`src/rtl/mem_port_arbiter_pkg.sv`:
```
// Shared types and constants for the unified memory port arbiter.
package mem_port_arbiter_pkg;

  // The data path is fixed at 32 bits for RV32E.
  localparam int unsigned ARB_DATA_W = 32;
  localparam int unsigned BE_W       = ARB_DATA_W / 8;
  // Wide enough for a MEM_LATENCY of up to 7.
  localparam int unsigned LAT_CNT_W  = 3;

  typedef enum logic [1:0] {
    MEM_BYTE = 2'd0,
    MEM_HALF = 2'd1,
    MEM_WORD = 2'd2
  } mem_size_t;

  typedef enum logic [1:0] {
    IDLE,
    BUSY_I,
    BUSY_D,
    ERR_D
  } arb_state_t;

endpackage

```
`src/rtl/mem_port_arbiter_byte_lane_gen.sv`:
```
// Byte-lane steering for data accesses: enables, store replication and alignment check.
module mem_port_arbiter_byte_lane_gen
  import mem_port_arbiter_pkg::*;
(
  input  logic [1:0]            size,
  input  logic [1:0]            addr_lo,
  input  logic [ARB_DATA_W-1:0] wdata,
  output logic [BE_W-1:0]       be,
  output logic [ARB_DATA_W-1:0] wdata_rep,
  output logic                  misaligned
);

  // Decode the access size. The reserved encoding 3 falls through to word.
  always_comb begin
    be         = 4'b1111;
    wdata_rep  = wdata;
    misaligned = 1'b0;
    case (size)
      MEM_BYTE: begin
        be        = 4'b0001 << addr_lo;
        wdata_rep = {4{wdata[7:0]}};
      end
      MEM_HALF: begin
        be         = 4'b0011 << addr_lo;
        wdata_rep  = {2{wdata[15:0]}};
        misaligned = addr_lo[0];
      end
      default: begin
        misaligned = (addr_lo != 2'b00);
      end
    endcase
  end

endmodule

```
`src/rtl/mem_port_arbiter.sv`:
```
// Arbitrates one single-port memory between the IF fetch and MEM load/store requesters.
// One transaction outstanding at a time; data requests win over fetches.
// Optional feature macro: ARB_FETCH_GUARD_EN (bounds consecutive data grants while a fetch waits).
module mem_port_arbiter
  import mem_port_arbiter_pkg::*;
#(
  parameter int unsigned ADDR_W       = 32,
  parameter int unsigned DATA_W       = 32,
  parameter int unsigned MEM_LATENCY  = 1,
  parameter int unsigned STARVE_LIMIT = 4
) (
  input  logic                clk,
  input  logic                rst_n,
  input  logic                if_req,
  input  logic [ADDR_W-1:0]   if_addr,
  output logic                if_gnt,
  output logic                if_rvalid,
  output logic [DATA_W-1:0]   if_rdata,
  input  logic                d_req,
  input  logic                d_we,
  input  logic [1:0]          d_size,
  input  logic [ADDR_W-1:0]   d_addr,
  input  logic [DATA_W-1:0]   d_wdata,
  output logic                d_gnt,
  output logic                d_rvalid,
  output logic [DATA_W-1:0]   d_rdata,
  output logic                d_err,
  output logic                mem_req,
  output logic                mem_we,
  output logic [DATA_W/8-1:0] mem_be,
  output logic [ADDR_W-1:0]   mem_addr,
  output logic [DATA_W-1:0]   mem_wdata,
  input  logic [DATA_W-1:0]   mem_rdata,
  output logic                busy
);

  arb_state_t           state_q, state_d;
  logic [LAT_CNT_W-1:0] cnt_q, cnt_d;

  logic [BE_W-1:0]   lane_be;
  logic [DATA_W-1:0] lane_wdata;
  logic              lane_misaligned;
  logic              pick_d;

  mem_port_arbiter_byte_lane_gen u_byte_lane_gen (
    .size       (d_size),
    .addr_lo    (d_addr[1:0]),
    .wdata      (d_wdata),
    .be         (lane_be),
    .wdata_rep  (lane_wdata),
    .misaligned (lane_misaligned)
  );

`ifdef ARB_FETCH_GUARD_EN
  localparam int unsigned StW = $clog2(STARVE_LIMIT + 1);

  logic [StW-1:0] starve_q, starve_d;
  logic           fetch_force;

  assign fetch_force = (starve_q == StW'(STARVE_LIMIT));
  // A saturated counter hands the next arbitration to a waiting fetch.
  assign pick_d      = d_req & ~(if_req & fetch_force);

  // Count consecutive data grants that left a fetch waiting.
  always_comb begin
    starve_d = starve_q;
    if (d_gnt) begin
      if (!if_req) begin
        starve_d = '0;
      end else if (!fetch_force) begin
        starve_d = starve_q + 1'b1;
      end
    end else if (if_gnt) begin
      starve_d = '0;
    end
  end

  // Starvation counter register.
  always_ff @(posedge clk or negedge rst_n) begin
    if (!rst_n) begin
      starve_q <= '0;
    end else begin
      starve_q <= starve_d;
    end
  end
`else
  logic unused_starve;
  assign unused_starve = ^STARVE_LIMIT;
  assign pick_d        = d_req;
`endif

  assign busy = (state_q != IDLE);

  // Arbitration, memory strobe and completion routing.
  always_comb begin
    state_d   = state_q;
    cnt_d     = cnt_q;
    if_gnt    = 1'b0;
    if_rvalid = 1'b0;
    if_rdata  = '0;
    d_gnt     = 1'b0;
    d_rvalid  = 1'b0;
    d_rdata   = '0;
    d_err     = 1'b0;
    mem_req   = 1'b0;
    mem_we    = 1'b0;
    mem_be    = '0;
    mem_addr  = '0;
    mem_wdata = '0;
    unique case (state_q)
      IDLE: begin
        // Grants are held off while reset is asserted so every output reads 0.
        if (rst_n && pick_d) begin
          d_gnt = 1'b1;
          if (lane_misaligned) begin
            state_d = ERR_D;
          end else begin
            mem_req   = 1'b1;
            mem_we    = d_we;
            mem_be    = lane_be;
            mem_addr  = d_addr & ~ADDR_W'(3);
            mem_wdata = lane_wdata;
            state_d   = BUSY_D;
            cnt_d     = LAT_CNT_W'(MEM_LATENCY - 1);
          end
        end else if (rst_n && if_req) begin
          if_gnt   = 1'b1;
          mem_req  = 1'b1;
          mem_be   = '1;
          mem_addr = if_addr & ~ADDR_W'(3);
          state_d  = BUSY_I;
          cnt_d    = LAT_CNT_W'(MEM_LATENCY - 1);
        end
      end
      BUSY_I, BUSY_D: begin
        if (cnt_q == '0) begin
          state_d = IDLE;
          if (state_q == BUSY_I) begin
            if_rvalid = 1'b1;
            if_rdata  = mem_rdata;
          end else begin
            d_rvalid = 1'b1;
            d_rdata  = mem_rdata;
          end
        end else begin
          cnt_d = cnt_q - 1'b1;
        end
      end
      ERR_D: begin
        d_rvalid = 1'b1;
        d_err    = 1'b1;
        state_d  = IDLE;
      end
    endcase
  end

  // State and latency counter registers.
  always_ff @(posedge clk or negedge rst_n) begin
    if (!rst_n) begin
      state_q <= IDLE;
      cnt_q   <= '0;
    end else begin
      state_q <= state_d;
      cnt_q   <= cnt_d;
    end
  end

endmodule

```
`config.mk`:
```
export PLATFORM = sky130hd
export DESIGN_NAME = mem_port_arbiter
export DESIGN_NICKNAME = d
export VERILOG_FILES = /design/src/rtl/mem_port_arbiter_pkg.sv /design/src/rtl/mem_port_arbiter_byte_lane_gen.sv /design/src/rtl/mem_port_arbiter.sv
export SDC_FILE = /design/constraint.sdc
export NUM_CORES = 1
export LEC_CHECK = 0
export CAP_MARGIN = 10
export CORE_AREA = 2 2 106 108
export DETAILED_ROUTE_END_ITERATION = 8
export DIE_AREA = 0 0 108 110
export HOLD_SLACK_MARGIN = 0.05
export PLACE_DENSITY = 0.73
export SETUP_SLACK_MARGIN = 0.4
export SLEW_MARGIN = 25
export SYNTH_ARGS = -nofsm -noshare
export SYNTH_HDL_FRONTEND = slang
export SYNTH_HIERARCHICAL = 1
export SYNTH_SLANG_ARGS = --single-unit
```
`constraint.sdc`:
```
create_clock -name clk -period 3.2 [get_ports clk]
set_input_delay 0.32 -clock clk [delete_from_list [all_inputs] [get_ports clk]]
set_output_delay 0.32 -clock clk [all_outputs]
set_load 0.03 [all_outputs]
```
# Word-level counts from Yosys, hierarchy flattened
# Index checks and enable logic that the tools add are counted.
# W data, S select, Z words.
totals:
  regBits: 5
  out_inout_bits: 140
  word_cells: 72
classes:
  addsub: 1
  eq_ne: 8
  shift: 2
  n_mux: 48
  n_reduce_logical: 11
ops:
  columns: ["op", "count"]
  rows:
  - ["$mux W32", 13]
  - ["$pmux W32 S2", 1]
  - ["$mux W1", 18]
  - ["$mux W4", 4]
  - ["$mux W3", 4]
  - ["$pmux W4 S2", 1]
  - ["$mux W2", 3]
  - ["$ne A3 B3 Y1 const B", 2]
  - ["$pmux W2 S3", 1]
  - ["$pmux W3 S2", 1]
  - ["$reduce_bool A2 Y1", 3]
  - ["$eq A2 B1 Y1 const B", 2]
  - ["$eq A2 B2 Y1 const B", 2]
  - ["$logic_not A2 Y1", 2]
  - ["$ne A2 B2 Y1 const B", 2]
  - ["$pmux W1 S2", 2]
  - ["$reduce_and A4 Y1", 1]
  - ["$shl A1 B2 Y4 const A", 1]
  - ["$shl A2 B2 Y4 const A", 1]
  - ["$logic_not A3 Y1", 1]
  - ["$sub A3 B1 Y3 const B", 1]
  - ["$logic_and A1 B1 Y1", 2]
  - ["$reduce_and A2 Y1", 1]
  - ["$reduce_or A2 Y1", 1]

# Logic depth before layout (Yosys ltp)
# Gate-level depths: netlist (run 1).
depth:
  word_depth: 5
  mapped_depth: 9
  mapped_depth_nobuf: 6

# Hierarchy
# Netlist (run 1), hierarchy kept.
modules_own_cells:
  columns: ["mod", "n_inst", "cells_each", "area_per_inst_um2"]
  rows:
  - ["mem_port_arbiter", 1, 210, 1491.4]
  - ["mem_port_arbiter_byte_lane_gen", 1, 64, 479.2]

# Worst setup path after synthesis (run 1)
# No wires, ideal clock.
synth_timing:
  path_kind: "in2out"
  start: "input d_size[1]"
  end: "output mem_wdata[10]"
  t_arrival_ps: 1736
  t_required_ps: 2880
  path_slack_ps: 1144
  cell_stages: 9
  cell_sequence: "buf_4 -> buf_2 -> o21ai_0 -> nand2_1 -> and2b_4 -> nor2b_2 -> buf_6 -> buf_4 -> and2_1"
synth_via:
  elab_chain_cells: 5
synth_rtl:
  columns: ["item", "line_no", "source"]
  rows:
  - ["from (decl)", "mem_port_arbiter.sv:21", "input logic [1:0] d_size,"]
  - ["$eq A2 B1 Y1 or $logic_not A2 Y1 (tied branches)", "mem_port_arbiter_byte_lane_gen.sv:18", "case (size)"]
  - ["$pmux W1 S2 (*)", "mem_port_arbiter_byte_lane_gen.sv:18", null]
  - ["named net lane_misaligned", "mem_port_arbiter.sv:42", "logic lane_misaligned;"]
  - ["$mux W32 (*)", "mem_port_arbiter.sv:115", "if (lane_misaligned) begin"]
  - ["$mux W32 (*)", "mem_port_arbiter.sv:113", "if (rst_n && pick_d) begin"]
  - ["$mux W32 (*)", "mem_port_arbiter.sv:110", "unique case (state_q)"]
  - ["to (decl)", "mem_port_arbiter.sv:32", "output logic [DATA_W-1:0] mem_wdata,"]
# Mark *: on every way through the listed nets, which the timed path passes. The rest lies on a longest branch.

# Worst setup path after layout (run 1)
layout_timing:
  start: "input d_addr[0]"
  end: "output mem_addr[18]"
layout_via:
  elab_chain_cells: 5
layout_rtl:
  columns: ["item", "line_no", "source"]
  rows:
  - ["from (decl)", "mem_port_arbiter.sv:22", "input logic [ADDR_W-1:0] d_addr,"]
  - ["$reduce_bool A2 Y1", "mem_port_arbiter_byte_lane_gen.sv:29", "misaligned = (addr_lo != 2'b00);"]
  - ["$pmux W1 S2 (*)", "mem_port_arbiter_byte_lane_gen.sv:18", null]
  - ["named net lane_misaligned", "mem_port_arbiter.sv:42", null]
  - ["$mux W32 (*)", "mem_port_arbiter.sv:115", null]
  - ["$mux W32 (*)", "mem_port_arbiter.sv:113", null]
  - ["$mux W32 (*)", "mem_port_arbiter.sv:110", null]
  - ["to (decl)", "mem_port_arbiter.sv:31", "output logic [ADDR_W-1:0] mem_addr,"]
# Marked as above.

==> flow_summary.json, run 1 <==
{
  "finalClockSkew_ns": 0.00159,
  "status": "completed",
  "layout_min_cycle_time_ns": 2.54,
  "path_clk_slew_ns": 0.04,
  "synth_top_cells_by_count": "and2_1, a22o_1, nand2_1",
  "r2r_setup_slack_ns": 1.60,
  "power.density_mw_per_mm2": 403,
  "postCtsSetupRepairBufs": 0,
  "vias": 2860,
  "netlist_instances": 274,
  "drtPass1Iterations": 4,
  "tns_ns": 0,
  "hpwlAfterDp_um": 8010,
  "clockBufferDepth": 2,
  "overflow": 0,
  "slowest_delay_ns": 0.48,
  "rsz0062_at_grt": "false",
  "critPathRequiredTime_ns": 2.88,
  "synth.top_cell.area_share": 0.317,
  "avgRoutedWirePerCell_um": 14.4,
  "reg2reg_depth": 6,
  "max_freq_mhz": 394,
  "syn_to_final_growth_pct": 144,
  "drc": 0,
  "viasPerCell": 4.31,
  "maxSlewViolCount": 0,
  "multi_input_area_mm2": 0.00161,
  "cts_buffers": 3,
  "hold_class": "in -> async",
  "cts.sinks": 5,
  "leakagePower_nw": 3.19,
  "grt_pass1_wl_um": 13300,
  "maxCapViolations": 0,
  "synth_edf_count": 0,
  "ys_seq_elements": 5,
  "fin_crit_sh": 0.793,
  "grt_start_max_net_pins": 64,
  "clk-insertion-delay-late_ns": 0.23,
  "root_buffer": "clkbuf_8",
  "portBuffers": 270,
  "netlist_area_mm2": 0.00197,
  "synth_ff_type": "dfrtp_1",
  "worstPathCellList": "clkdlybuf4s50_1, o21ai_0, nand2_1, and2b_4, nor2b_4, buf_12, a22o_1, buf_12",
  "finalWirelength_um": 9560,
  "setup_viol": 0,
  "cp_common_cell": "buf_12",
  "diodes": 0,
  "cp_slowest_cell": "clkdlybuf4s50_1",
  "r2r_end": "state_q[0]$_DFFE_PN0P_",
  "synth_area_per_cell_um2": 7.19,
  "critPathCaptureType": "primary output",
  "boundaryPins": 275,
  "fillers": 1005,
  "cts_tree": "done",
  "dieArea_mm2": 0.0119,
  "r2r_start": "cnt_q[0]$_DFFE_PN0P_",
  "cp-start-kind": "primary input",
  "synthTopCellsByArea": "and2_1, a22o_1, mux2_2",
  "drt_iter0_drc": 129,
  "core_mm2": 0.0107,
  "yosysSeqAreaShare": 0.0635,
  "crit_type": "in -> out",
  "power.total_w": 0.00193,
  "htreeDepth": 1,
  "seqCellArea_um2": 125,
  "ant_nets": 0,
  "ir_drop_mv": 0.236,
  "finalHoldViolations": 0,
  "cp.arrival_ns": 2.22,
  "track_usage": 0.137,
  "die_w_um": 108,
  "ys_types": 32,
  "drive_gt1_frac": 0.181,
  "gp_congestion": 0.754,
  "synth_most_common_cell": "and2_1",
  "ys_warn_count": 6,
  "async_flop_share": 1.00,
  "crit_fanout": 63,
  "grt_pass1_vias": 2743,
  "std_cell_rows": 38,
  "start_util": 0.184,
  "dieHeight_um": 110,
  "yosysTopAreaCell": "and2_1",
  "postCtsHoldBufs": 0,
  "nets": 666,
  "antenna_found_initial": 0
}
==> cell usage in the layout, fill, tap and decap left out, types with 3 or more instances in the layout <==
cell and n:
nand2_1 20, ha_1 6, mux2_2 16, mux2i_1 9, o21ai_1 8, buf_12 5, clkbuf_8 3, nand2b_1 4
inv_1 6, and2_1 100, a21oi_1 4, a22o_1 30, o211ai_1 5, dfrtp_1 5, buf_4 65, o21ai_0 8
clkdlybuf4s50_1 138, nor2_1 7, dlymetal6s2s_1 68
==> worst max path at each step <==
stage,startpoint,end,slack (ns),depth (start not counted)
after floorplan,d_size[1],mem_wdata[10],1.14,9
after global placement,d_addr[0],mem_be[1],0.54,7
after detailed placement,d_addr[0],mem_be[3],0.50,7
after CTS,state_q[0]$_DFFE_PN0P_,d_rdata[1],0.44,6
after global routing,d_addr[0],mem_addr[21],0.47,8
final,d_addr[0],mem_addr[18],0.66,8
==> metrics by stage <==
stage / utilization / hold WS [ns] / area (um2) / setup WS [ns] / cells
6_report: 0.449 / 0.372 / 4800 / 0.662 / 664
3_5_place_dp: 0.429 / 0.539 / 4590 / 0.502 / 660
3_3_place_gp: 0.429 / 0.523 / 4590 / 0.536 / 660
4_1_cts: 0.433 / 0.386 / 4630 / 0.439 / 664
5_1_grt: 0.449 / 0.398 / 4800 / 0.473 / 664
2_1_floorplan: - / 0.0244 / 1970 / 1.14 / 275
==> critical path, delay by kind of cell <==
family	cells	cell delay [ns]
compound gates	2	0.45
buf+inv	3	0.86
simple gates	3	0.57
==> layout make-up <==
type / instances / share of cell area
repair buffers: 276 / 0.587
multi-input cells: 232 / 0.336
well taps: 140 / 0.0365
flip-flops and latches: 5 / 0.0260
clock buffers: 4 / 0.00938
inverters: 7 / 0.00547
==> state kept, by name, indices dropped and copies added, names as in the netlist <==
register and cells:
cnt_q 3, state_q 2
==> per-layer routing <==
layer,wire length (um),GRT usage,vias to the layer above
met2,4700,0.252,159
met4,27,0.0137,0
met1,3640,0.159,1279
met5,0,0,-
met3,1190,0.0476,4
li1,-,-,1418
==> logic make-up (layout without fill, tap and decap cells) <==
| family | after synthesis | count (layout) | synth area share |
|---|---|---|---|
| muxes | 25 | 25 | 0.137 |
| DFF | 5 | 5 | 0.0635 |
| adders and majority gates | 6 | 6 | 0.0381 |
| and+or+nand+nor | 139 | 139 | 0.413 |
| AOI/OAI and AO/OA | 60 | 60 | 0.223 |
| other | 1 | 2 | 0.00190 |
| buffers and inverters | 38 | 287 | 0.123 |
==> timing repair <==
| action | CTS | global route |
|---|---|---|
| hold endpoints to repair | 0 | 0 |
| setup endpoints to repair | 0 | 68 |
| resized for setup | 0 | 68 |
==> where the power goes <==
part / internal, W / switching (W)
clock network: 0.0000858 / 0.0000347
logic: 0.000750 / 0.000945
registers: 0.0000935 / 0.0000240
Power figures use the tool's default switching activity.
==> inputs of run 2 (changes only) <==
==> constraint.sdc (replaced) <==
create_clock -name clk -period 2.35 [get_ports clk]
set_input_delay 0.235 -clock clk [delete_from_list [all_inputs] [get_ports clk]]
set_output_delay 0.235 -clock clk [all_outputs]
set_load 0.03 [all_outputs]
==> run 2 against run 1 <==
Effect of this change: final cell count rose by 6.8%; clock skew fell by 0.0014 ns; register-to-register slack got worse by 0.87 ns; sequential cell count did not move; critical endpoint is now mem_addr[12]; highest routed layer unchanged.
==> flow_summary.json, run 2 (synthesis results as in run 1) <==
{
  "clockBufferDepth": 2,
  "crit_type": "reg -> out",
  "hpwlAfterDp_um": 8120,
  "tns_ns": 0,
  "finalHoldViolations": 0,
  "syn_to_final_growth_pct": 182,
  "avgRoutedWirePerCell_um": 16.8,
  "utilization": 0.519,
  "cp_common_cell": "buf_6",
  "largest-register": "cnt_q",
  "boundaryPins": 275,
  "maxCapViolations": 0,
  "power.share.sequential": 0.048,
  "power.internal_w": 0.00163,
  "drive_gt1_frac": 0.464,
  "cp-start-kind": "flop",
  "cts.sinks": 5,
  "nets": 711,
  "clk-insertion-delay-late_ns": 0.22,
  "die_w_um": 108,
  "viasPerCell": 4.52,
  "finalClockSkew_ns": 0.000142,
  "start_util": 0.184,
  "power.total_w": 0.00321,
  "critPathLaunch": "state_q[0]$_DFFE_PN0P_",
  "final_common_cell": "clkdlybuf4s50_1",
  "leakagePower_nw": 2.56,
  "dieArea_mm2": 0.0119,
  "overflow": 0,
  "vias": 3203,
  "drt_iter0_drc": 133,
  "status": "completed",
  "cp.arrival_ns": 1.85,
  "r2r_start": "cnt_q[0]$_DFFE_PN0P_",
  "grt_pass1_vias": 3198,
  "cts_buffers": 3,
  "ir_drop_mv": 0.422,
  "power_frac_comb": 0.903,
  "hold_class": "in -> async",
  "ant_nets": 0,
  "htreeDepth": 1,
  "max_freq_mhz": 479,
  "r2r_setup_slack_ns": 0.73,
  "reg_top3": "cnt_q x3, state_q x2",
  "drc": 0,
  "track_usage": 0.169,
  "cts_tree": "done",
  "worstPathCellList": "inv_2, ha_4, nand2_4, buf_6, nor2_4, buf_6, buf_12, buf_16, a22o_1, buf_6",
  "layout_min_cycle_time_ns": 2.09,
  "switching_share": 0.491,
  "final_cell_mix": "clkdlybuf4s50_1, buf_4, buf_6",
  "setup_viol": 0,
  "clockPowerShare": 0.049,
  "path_clk_slew_ns": 0.03,
  "grt_start_max_net_pins": 34,
  "gp_congestion": 0.780,
  "critPathCaptureType": "primary output",
  "crit_fanout": 8,
  "std_cell_rows": 38,
  "cp_slowest_cell": "dfrtp_1",
  "core_mm2": 0.0107,
  "critPathRequiredTime_ns": 2.12,
  "portBuffers": 270,
  "fin_crit_sh": 0.888,
  "maxSlewViolCount": 0,
  "dieHeight_um": 110,
  "diodes": 0,
  "p_sw_w": 0.00157,
  "largest_reg_flops": 3,
  "power.density_mw_per_mm2": 578,
  "finalWirelength_um": 11900,
  "rsz0062_at_grt": "true",
  "root_buffer": "clkbuf_8",
  "postCtsHoldBufs": 0,
  "slowest_delay_ns": 0.38,
  "grt_pass1_wl_um": 16100,
  "antenna_found_initial": 0,
  "drtPass1Iterations": 4
}
[run 2: metrics by stage]
step / setup WS [ns] / cells / instance area [um2] / hold slack (ns)
6_report: 0.264 / 709 / 5550 / 0.471
2_1_floorplan: 0.464 / 275 / 1970 / -0.0606
3_5_place_dp: 0.0636 / 664 / 4480 / 0.545
4_1_cts: 0.273 / 701 / 5310 / 0.455
5_1_grt: 0.208 / 709 / 5550 / 0.495
3_3_place_gp: 0.102 / 664 / 4480 / 0.533
[run 2: cell type report]
cell class | count | area [um2]
well taps | 140 | 175
flip-flops and latches | 5 | 125
multi-input cells | 234 | 1830
inverters | 7 | 26.3
repair buffers | 319 | 3350
clock buffers | 4 | 45.0
fillers | 936 | 5150
[run 2: repair_timing]
action                                  CTS  global route
buffers inserted                         24             5
gates cloned                              9             3
endpoints found under the setup margin  133           133
pin swaps                                22            26
gates resized for setup                 105            56
endpoints found under the hold margin     0             0
[run 2: final timing paths]
path                                          end  depth (start not counted)
setup reg to reg           state_q[0]$_DFFE_PN0P_                          7
max in group asynchronous    cnt_q[1]$_DFFE_PN0P_                          2
hold reg to reg              cnt_q[1]$_DFFE_PN0P_                          2
hold / removal               cnt_q[0]$_DFFE_PN0P_                          2
min in group clk             cnt_q[1]$_DFFE_PN0P_                          2
setup / recovery                     mem_addr[12]                         10
[run 2: worst max-delay path: cells and delay by family, from the launching register on]
family	cells	cell delay [ns]
buffers and inverters	6	0.72
AND/OR/NAND/NOR	2	0.17
AO/OA/AOI/OAI	1	0.17
adder cells (fa/ha/maj)	1	0.17
flip-flops	1	0.38
[run 2: layer usage]
| metal | vias to the layer above | wire (um) | track usage |
|---|---|---|---|
| li1 | 1529 | - | - |
| met1 | 1476 | 4270 | 0.187 |
| met3 | 12 | 1110 | 0.0447 |
| met5 | - | 0 | 0 |
| met4 | 0 | 126 | 0.0302 |
| met2 | 186 | 6370 | 0.328 |
[run 2: power groups by stage]
stage | sequential (W) | combinational [W] | clock (W)
floorplan | 0.000150 | 0.00140 | 0
global placement | 0.000156 | 0.00227 | 0
detailed placement | 0.000158 | 0.00230 | 0
CTS | 0.000156 | 0.00267 | 0.000161
global route | 0.000158 | 0.00306 | 0.000167
finish | 0.000155 | 0.00290 | 0.000158
